===== src/rtl/apb_uart_slave.sv =====
// APB completer exposing a UART register file and an 8N1 transmitter/receiver.
// The receiver can be fed from the internal uart_tx line through the loopback bit.
module apb_uart_slave #(
  parameter int unsigned WIDTH    = 32,
  parameter logic [10:0] DEF_BAUD = 11'd66
) (
  input  logic             pclk,
  input  logic             presetn,
  input  logic [WIDTH-1:0] paddr,
  input  logic [WIDTH-1:0] pwdata,
  input  logic             psel,
  input  logic             penable,
  input  logic             pwrite,
  output logic             pready,
  output logic [WIDTH-1:0] prdata,
  input  logic             uart_rx,
  output logic             uart_tx
);
  localparam int unsigned CW       = 11;
  localparam logic [CW-1:0] ONE    = CW'(1);
  localparam logic [CW-1:0] MIN_N  = CW'(2);
  localparam logic [2:0] A_BAUD    = 3'd0;
  localparam logic [2:0] A_TXDATA  = 3'd1;
  localparam logic [2:0] A_STATUS  = 3'd2;
  localparam logic [2:0] A_RXDATA  = 3'd3;
  localparam logic [2:0] A_CTRL    = 3'd4;

  typedef enum logic [1:0] {S_IDLE, S_START, S_DATA, S_STOP} uart_state_t;

  logic [CW-1:0] baud;
  logic          loopback;
  logic [7:0]    rxdata;
  logic          rx_valid, rx_overrun, rx_frame_err;

  uart_state_t   tx_state, rx_state;
  logic [CW-1:0] tx_cnt, tx_n, rx_cnt, rx_n;
  logic [2:0]    tx_idx, rx_idx;
  logic [7:0]    tx_shift, rx_shift;
  logic          rx_meta, rx_sync, rx_prev;

  logic [2:0]    sel;
  logic          acc, wr, rd, wr_txdata, wr_status, rd_rxdata;
  logic          tx_busy, tx_end, rx_end, rx_half_end, rx_done, rx_in;
  logic [CW-1:0] baud_eff;
  logic          unused_bits;

  assign sel       = paddr[4:2];
  assign acc       = psel & penable;
  assign wr        = acc & pwrite;
  assign rd        = acc & ~pwrite;
  assign wr_txdata = wr && (sel == A_TXDATA);
  assign wr_status = wr && (sel == A_STATUS);
  assign rd_rxdata = rd && (sel == A_RXDATA);
  assign pready    = acc;

  assign baud_eff    = (baud < MIN_N) ? MIN_N : baud;
  assign tx_busy     = (tx_state != S_IDLE);
  assign tx_end      = (tx_cnt == tx_n - ONE);
  assign rx_end      = (rx_cnt == rx_n - ONE);
  assign rx_half_end = (rx_cnt == (rx_n >> 1) - ONE);
  assign rx_done     = (rx_state == S_STOP) && rx_end;
  assign rx_in       = loopback ? uart_tx : rx_sync;
  assign unused_bits = ^{paddr[WIDTH-1:5], paddr[1:0], pwdata[WIDTH-1:CW]};

  // Read mux; only driven during a selected read
  always_comb begin
    prdata = '0;
    if (psel && !pwrite) begin
      case (sel)
        A_BAUD:   prdata = WIDTH'(baud);
        A_STATUS: prdata = WIDTH'({rx_frame_err, rx_overrun, rx_valid, tx_busy});
        A_RXDATA: prdata = WIDTH'(rxdata);
        A_CTRL:   prdata = WIDTH'(loopback);
        default:  prdata = '0;
      endcase
    end
  end

  always_ff @(posedge pclk) begin
    if (!presetn) begin
      baud     <= DEF_BAUD;
      loopback <= 1'b0;
    end else if (wr) begin
      if (sel == A_BAUD) baud     <= pwdata[CW-1:0];
      if (sel == A_CTRL) loopback <= pwdata[0];
    end
  end

  // Transmitter: bit period latched at frame start so BAUD writes affect the next frame
  always_ff @(posedge pclk) begin
    if (!presetn) begin
      tx_state <= S_IDLE;
      tx_cnt   <= '0;
      tx_n     <= MIN_N;
      tx_idx   <= '0;
      tx_shift <= '0;
      uart_tx  <= 1'b1;
    end else begin
      case (tx_state)
        S_IDLE: begin
          if (wr_txdata) begin
            tx_shift <= pwdata[7:0];
            tx_n     <= baud_eff;
            tx_cnt   <= '0;
            tx_idx   <= '0;
            uart_tx  <= 1'b0;
            tx_state <= S_START;
          end
        end
        S_START: begin
          if (tx_end) begin
            tx_cnt   <= '0;
            uart_tx  <= tx_shift[0];
            tx_state <= S_DATA;
          end else tx_cnt <= tx_cnt + ONE;
        end
        S_DATA: begin
          if (tx_end) begin
            tx_cnt <= '0;
            if (tx_idx == 3'd7) begin
              uart_tx  <= 1'b1;
              tx_state <= S_STOP;
            end else begin
              tx_idx   <= tx_idx + 3'd1;
              tx_shift <= {1'b0, tx_shift[7:1]};
              uart_tx  <= tx_shift[1];
            end
          end else tx_cnt <= tx_cnt + ONE;
        end
        S_STOP: begin
          if (tx_end) begin
            tx_cnt   <= '0;
            tx_state <= S_IDLE;
          end else tx_cnt <= tx_cnt + ONE;
        end
        default: tx_state <= S_IDLE;
      endcase
    end
  end

  // Receiver: start edge, half-bit recheck, then one sample per bit period at mid-bit
  always_ff @(posedge pclk) begin
    if (!presetn) begin
      rx_meta  <= 1'b1;
      rx_sync  <= 1'b1;
      rx_prev  <= 1'b1;
      rx_state <= S_IDLE;
      rx_cnt   <= '0;
      rx_n     <= MIN_N;
      rx_idx   <= '0;
      rx_shift <= '0;
    end else begin
      rx_meta <= uart_rx;
      rx_sync <= rx_meta;
      rx_prev <= rx_in;
      case (rx_state)
        S_IDLE: begin
          if (rx_prev && !rx_in) begin
            rx_n     <= baud_eff;
            rx_cnt   <= '0;
            rx_state <= S_START;
          end
        end
        S_START: begin
          if (rx_half_end) begin
            rx_cnt   <= '0;
            rx_idx   <= '0;
            rx_state <= rx_in ? S_IDLE : S_DATA;
          end else rx_cnt <= rx_cnt + ONE;
        end
        S_DATA: begin
          if (rx_end) begin
            rx_cnt   <= '0;
            rx_shift <= {rx_in, rx_shift[7:1]};
            if (rx_idx == 3'd7) rx_state <= S_STOP;
            else                rx_idx   <= rx_idx + 3'd1;
          end else rx_cnt <= rx_cnt + ONE;
        end
        S_STOP: begin
          if (rx_end) begin
            rx_cnt   <= '0;
            rx_state <= S_IDLE;
          end else rx_cnt <= rx_cnt + ONE;
        end
        default: rx_state <= S_IDLE;
      endcase
    end
  end

  // Status flags: a new byte or flag set on the same edge beats a read/W1C clear
  always_ff @(posedge pclk) begin
    if (!presetn) begin
      rxdata       <= '0;
      rx_valid     <= 1'b0;
      rx_overrun   <= 1'b0;
      rx_frame_err <= 1'b0;
    end else begin
      if (rx_done)        rxdata <= rx_shift;
      if (rx_done)        rx_valid <= 1'b1;
      else if (rd_rxdata) rx_valid <= 1'b0;
      if (rx_done && rx_valid && !rd_rxdata) rx_overrun <= 1'b1;
      else if (wr_status && pwdata[2])       rx_overrun <= 1'b0;
      if (rx_done && !rx_in)                 rx_frame_err <= 1'b1;
      else if (wr_status && pwdata[3])       rx_frame_err <= 1'b0;
    end
  end
endmodule


===== config.mk =====
export PLATFORM = sky130hd
export DESIGN_NAME = apb_uart_slave
export DESIGN_NICKNAME = d
export VERILOG_FILES = /design/src/rtl/apb_uart_slave.sv
export SDC_FILE = /design/constraint.sdc
export NUM_CORES = 1
export LEC_CHECK = 0
export CAP_MARGIN = 20
export CELL_PAD_IN_SITES_DETAIL_PLACEMENT = 0
export CELL_PAD_IN_SITES_GLOBAL_PLACEMENT = 1
export CORE_AREA = 4 4 133 135
export CTS_CLUSTER_DIAMETER = 50
export DETAILED_ROUTE_END_ITERATION = 8
export DIE_AREA = 0 0 137 139
export PLACE_DENSITY = 0.78
export SYNTH_ARGS = -nofsm -noshare
export SYNTH_HDL_FRONTEND = slang
export SYNTH_SLANG_ARGS = --single-unit

===== constraint.sdc =====
create_clock -name pclk -period 7.7 [get_ports pclk]
set_input_delay 1.54 -clock pclk [delete_from_list [all_inputs] [get_ports pclk]]
set_output_delay 1.54 -clock pclk [all_outputs]
set_load 0.01 [all_outputs]

==> results of run 1 <==
-- cells in the mapped netlist, types with 10 or more instances --
cell / n
and3_1: 15
nor3b_1: 10
xnor2_1: 23
mux2i_1: 37
dfxtp_1: 97
xor2_1: 12
buf_4: 21
a21boi_0: 22
clkbuf_1: 32
o21ai_0: 35
nor2_1: 39
inv_1: 27
nor2b_1: 33
ha_1: 14
a22oi_1: 10
nand2_1: 84
a21oi_1: 11
nand3_1: 29
-- power breakdown --
part           switching [mW]  internal, mW
clock network           0.194         0.344
logic                  0.0718        0.0498
registers             0.00911         0.509
-- state kept, by name (all words and copies together), names as in the netlist, 8 cells and up, named ones only --
name      flops
rx_shift      8
baud         11
tx_cnt       11
rx_n         11
tx_n         11
rxdata        8
rx_cnt       11
tx_shift      8
-- critical path, cell delays in order --
cell             delay, ns
clkdlybuf4s50_1       0.63
nor2_1                0.59
a22oi_1               0.18
nor2_1                0.19
clkdlybuf4s50_1       0.57
-- final timing paths --
check / start / to / slack (ns) / cells past startpoint
min: rx_meta / rx_sync / 0.41 / 1
max: paddr[2] / prdata[0] / 2.45 / 5
max reg2reg: tx_n[3] / tx_shift[7] / 4.22 / 8
min reg2reg: rx_meta / rx_sync / 0.41 / 1
-- area by class of cell --
type	instances	area, sq um	area share
well taps	220	275	0.0427
inverters	27	101	0.0157
multi-input cells	520	3430	0.532
clock buffers	12	267	0.0413
flip-flops and latches	97	1940	0.301
clock inverters	4	97.6	0.0151
repair buffers	35	338	0.0524
-- cell families (layout without fill, tap and decap cells) --
family,Yosys count,in the layout,synth area share
other,1,21,0.000655
AND/OR/NAND/NOR,273,273,0.250
buffers and inverters,88,78,0.0748
flip-flops,97,97,0.339
XOR/XNOR,35,35,0.0536
adder cells (fa/ha/maj),14,14,0.0306
multiplexers,40,40,0.0706
AO/OA/AOI/OAI,137,137,0.180
-- metal layers --
metal / global-route usage / vias to the layer above / routed length, um
li1: - / 2366 / -
met4: 0.0410 / 0 / 136
met3: 0.0250 / 10 / 435
met2: 0.207 / 74 / 5860
met1: 0.200 / 2120 / 6430
met5: 0 / - / 0
-- through the flow --
stage               setup WS (ns)  hold slack (ns)  utilization  power (mW)
floorplan                    3.76            0.386            -       0.622
global placement             2.45            0.390        0.369       0.650
detailed placement           2.46            0.392        0.369       0.651
CTS                          2.46            0.409        0.391        1.19
global route                 2.37            0.445        0.392        1.23
finish                       2.45            0.408        0.392        1.18
==> metrics.txt, run 1 <==
ys flop type=dfxtp_1; Global Route Usage Sum=0.137; Die Height=139 um; Req. time, crit path=about 6.2 ns; global-route wire length before repair=between 20 and 25 mm; CTS tree=done; fin crit period=approximately 5.3 ns; grt ovf=0; FF+latch count, synth=97; HPWL Detailed=9.09 mm; Routed WL=about 13 mm; port bufs=32; vias in the first global route=4177; commonest non-fill, non-tap cell in the layout=dfxtp_1; Clock Skew=0.00703 ns; Setup TNS Final=0 ns; die width=between 100 and 150 um; DRT Pass-1 Iters=5; fill cell count=approximately 1700; Slew HR=0.284; # diodes=0; CP Class=in2out; Slew Limit Fails=0; unrepaired setup endpoints after global routing=no; post-route ant nets=0; cells after synthesis=roughly 690; final instance area=approximately 6400 sq um; Worst setup EP type=output pin; most frequent cells in the layout=dfxtp_1 (97), nand2_1 (84), nor2_1 (39); placed cell count=around 900; Ports=between 100 and 150; post_cts resized=0; status=finished clean; Avg Cell Area, Syn=around 8.4 sq um; GP Congestion=0.826; Fin. Hold Viols=0; worst-case vdd ir drop=0.112 mV; P&R area growth vs syn=12.7%; Period Utilization, post-route=0.682; Worst Max-Slew Pin Slew=1.07 ns; Synth area leader=dfxtp_1; Starting Density=0.348; CTS clk-pin slew, worst paths=about 0.07 ns; Synth top area share=0.339; Fmax achieved=~0.19 GHz; hold buffer count at cts=0; DR WL/cell=14.0 um; drt drc=0; Data arrival, critical path=3.71 ns; largest net degree at the start of global routing=100; Final Non-Filler Cells=between 900 and 1000; hold crit path type=reg2reg; final setup violation count=0; die area=~19000 sq um; total CTS buffers=9; largest cells by area after synthesis=dfxtp_1 (34%), mux2i_1 (6.5%), nand2_1 (5.5%); CTS Sinks=97; ys async rst share=0; vias per cell=between 4 and 5; critical path peak fanout=12; Leakage Power=roughly 2.4 nW; Post-CTS Setup Inserts=0; Placement Cell Area=6080 sq um; share of cells above drive strength 1=0.0561; EDFF count, synth=0; Nets=roughly 770; Clock Path Buffers=2; Worst Setup Start Kind=input pin; DRT iter0 DRCs=279; vias=4570; Cell Pwr Density=roughly 180 nW/um^2; Ys Warns=0; root buffer selected by CTS=clkbuf_16; Synth Cell Area=around 5700 sq um; Max-cap violations=0; worst-skew pair later-pin latency=0.34 ns; Cell Rows=between 40 and 50; sequential share of the synthesized area=0.339; CORE AREA=16500 sq um; Synth cell types=63; initial antenna violation count=0; htree depth=3
No activity file was read; power rests on OpenSTA's default activity.
==> inputs of run 2 (changes only) <==
- PLACE_DENSITY: 0.78 -> 0.81
- clock period: 7.7 -> 4.37 ns (I/O delays scaled with it)
==> run 2 against run 1 <==
  * Die area did not move
  * Register-to-register slack got worse by 3.1 ns
  * Clock skew rose by 0.0026 ns
  * Non-clock buffer count rose by 4
  * Worst setup slack got worse by 1.7 ns
  * Core utilization fell by 0.14 points
  * Clock-buffer cell count fell by 3
  * Hold slack improved by 0.0078 ns
  * Cell count rose by 0.44%
  * Clock power rose by 55%
  * Largest power group is now registers
==> metrics.txt, run 2 (same netlist as run 1, synthesis figures left out) <==
status=finished clean; Data arrival, critical path=between 2 and 3 ns; P_int=around 1.4 mW; vias=4638; fill cell count=about 1700; Slew Limit Fails=0; Leakage Power=approximately 2.4 nW; root buffer selected by CTS=clkbuf_16; critical path peak fanout=12; DR WL/cell=roughly 14 um; worst-case vdd ir drop=about 0.22 mV; Slew HR=0.419; Req. time, crit path=3.50 ns; worst hold slack=0.416 ns; commonest non-fill, non-tap cell in the layout=dfxtp_1; post-route ant nets=0; Ports=between 100 and 150; hold buffer count at cts=0; worst-skew pair later-pin latency=between 0.3 and 0.4 ns; Psw=approximately 0.52 mW; port bufs=32; total CTS buffers=9; Routed WL=12.8 mm; Post-CTS Setup Inserts=0; grt ovf=0; unrepaired setup endpoints after global routing=no; die area=approximately 19000 sq um; htree depth=3; CTS Sinks=slightly below 100; Fmax achieved=around 0.27 GHz; Fin. Hold Viols=0; hold crit path type=reg2reg; share of cells above drive strength 1=0.0615; Die Height=roughly 140 um; largest net degree at the start of global routing=66; DRT iter0 DRCs=300; Starting Density=0.348; vias per cell=just over 5; Comb power frac=0.110; DRT Pass-1 Iters=4; HPWL Detailed=about 9.2 mm; CP Class=in2out; Setup TNS Final=0 ns; Worst Setup Start Kind=input pin; Max-cap violations=0; final setup violation count=0; CORE AREA=between 15000 and 20000 sq um; Clock Path Buffers=2; GP Congestion=0.825; Worst Max-Slew Pin Slew=roughly 0.86 ns; fin crit period=3.64 ns; global-route wire length before repair=about 21 mm; die width=about 140 um; Clock Skew=approximately 0.0096 ns; Period Utilization, post-route=0.832; CTS tree=done; vias in the first global route=~4300; Nets=around 780; post_cts resized=0; Worst setup EP type=output pin; Cell Pwr Density=306 nW/um^2; most frequent cells in the layout=dfxtp_1 (97), nand2_1 (84), nor2_1 (39); Clock power frac=0.425; drt drc=0; # diodes=0; Cell Rows=between 40 and 50; sequential power share=0.464; P&R area growth vs syn=12.3%; Sw Share=0.266; initial antenna violation count=0; CTS clk-pin slew, worst paths=roughly 0.070 ns; Global Route Usage Sum=0.137
[run 2: changes by cell type in the layout (fill, tap and decap cells not counted), sizes merged]
| cell | delta |
|---|---|
| clkinv | +2 |
| inv | +3 |
| buf | +3 |
| clkbuf | -2 |
| bufinv | -2 |
[run 2: power by group through the flow]
stage                     clock network, mW  registers [mW]  logic, mW
final                                 0.836           0.912      0.217
after detailed placement                  0           0.933      0.216
after floorplan                           0           0.928      0.168
after global placement                    0           0.933      0.215
after CTS                             0.856           0.912      0.217
after global routing                  0.894           0.914      0.241
[run 2: final timing paths]
path	startpoint	endpoint	slack [ns]	depth (start not counted)
setup / recovery	paddr[2]	prdata[1]	0.73	5
hold / removal	rx_meta	rx_sync	0.42	1
setup reg to reg	rx_n[1]	rxdata[7]	1.09	10
hold reg to reg	rx_meta	rx_sync	0.42	1
[run 2: worst max-delay path, stage by stage]
cell	delay, ns
clkdlybuf4s50_1	0.75
mux2_2	0.39
a22oi_1	0.19
nor2_1	0.07
clkdlybuf4s50_1	0.48
[run 2: layer usage]
metal / wire length [um] / GRT usage / vias to the layer above
met2: 5800 / 0.208 / 72
met3: 427 / 0.0345 / 11
met5: 0 / 0 / -
li1: - / - / 2386
met4: 176 / 0.0404 / 0
met1: 6400 / 0.193 / 2169
[run 2: layout make-up]
| type | count | area, sq um | share of cell area |
|---|---|---|---|
| clock buffers | 9 | 225 | 0.0350 |
| inverters | 27 | 101 | 0.0158 |
| well taps | 220 | 275 | 0.0428 |
| repair buffers | 39 | 368 | 0.0572 |
| multi-input cells | 520 | 3430 | 0.533 |
| flip-flops and latches | 97 | 1940 | 0.302 |
| clock inverters | 7 | 86.3 | 0.0134 |
[run 2: through the flow]
step,cell area [sq um],total power [mW],setup WS (ns),std cells,utilization
2_1_floorplan,5800,1.10,1.62,705,-
3_3_place_gp,6110,1.15,0.737,902,0.371
3_5_place_dp,6110,1.15,0.744,902,0.371
4_1_cts,6420,1.99,0.736,918,0.390
5_1_grt,6430,2.05,0.669,919,0.390
6_report,6430,1.96,0.732,919,0.390
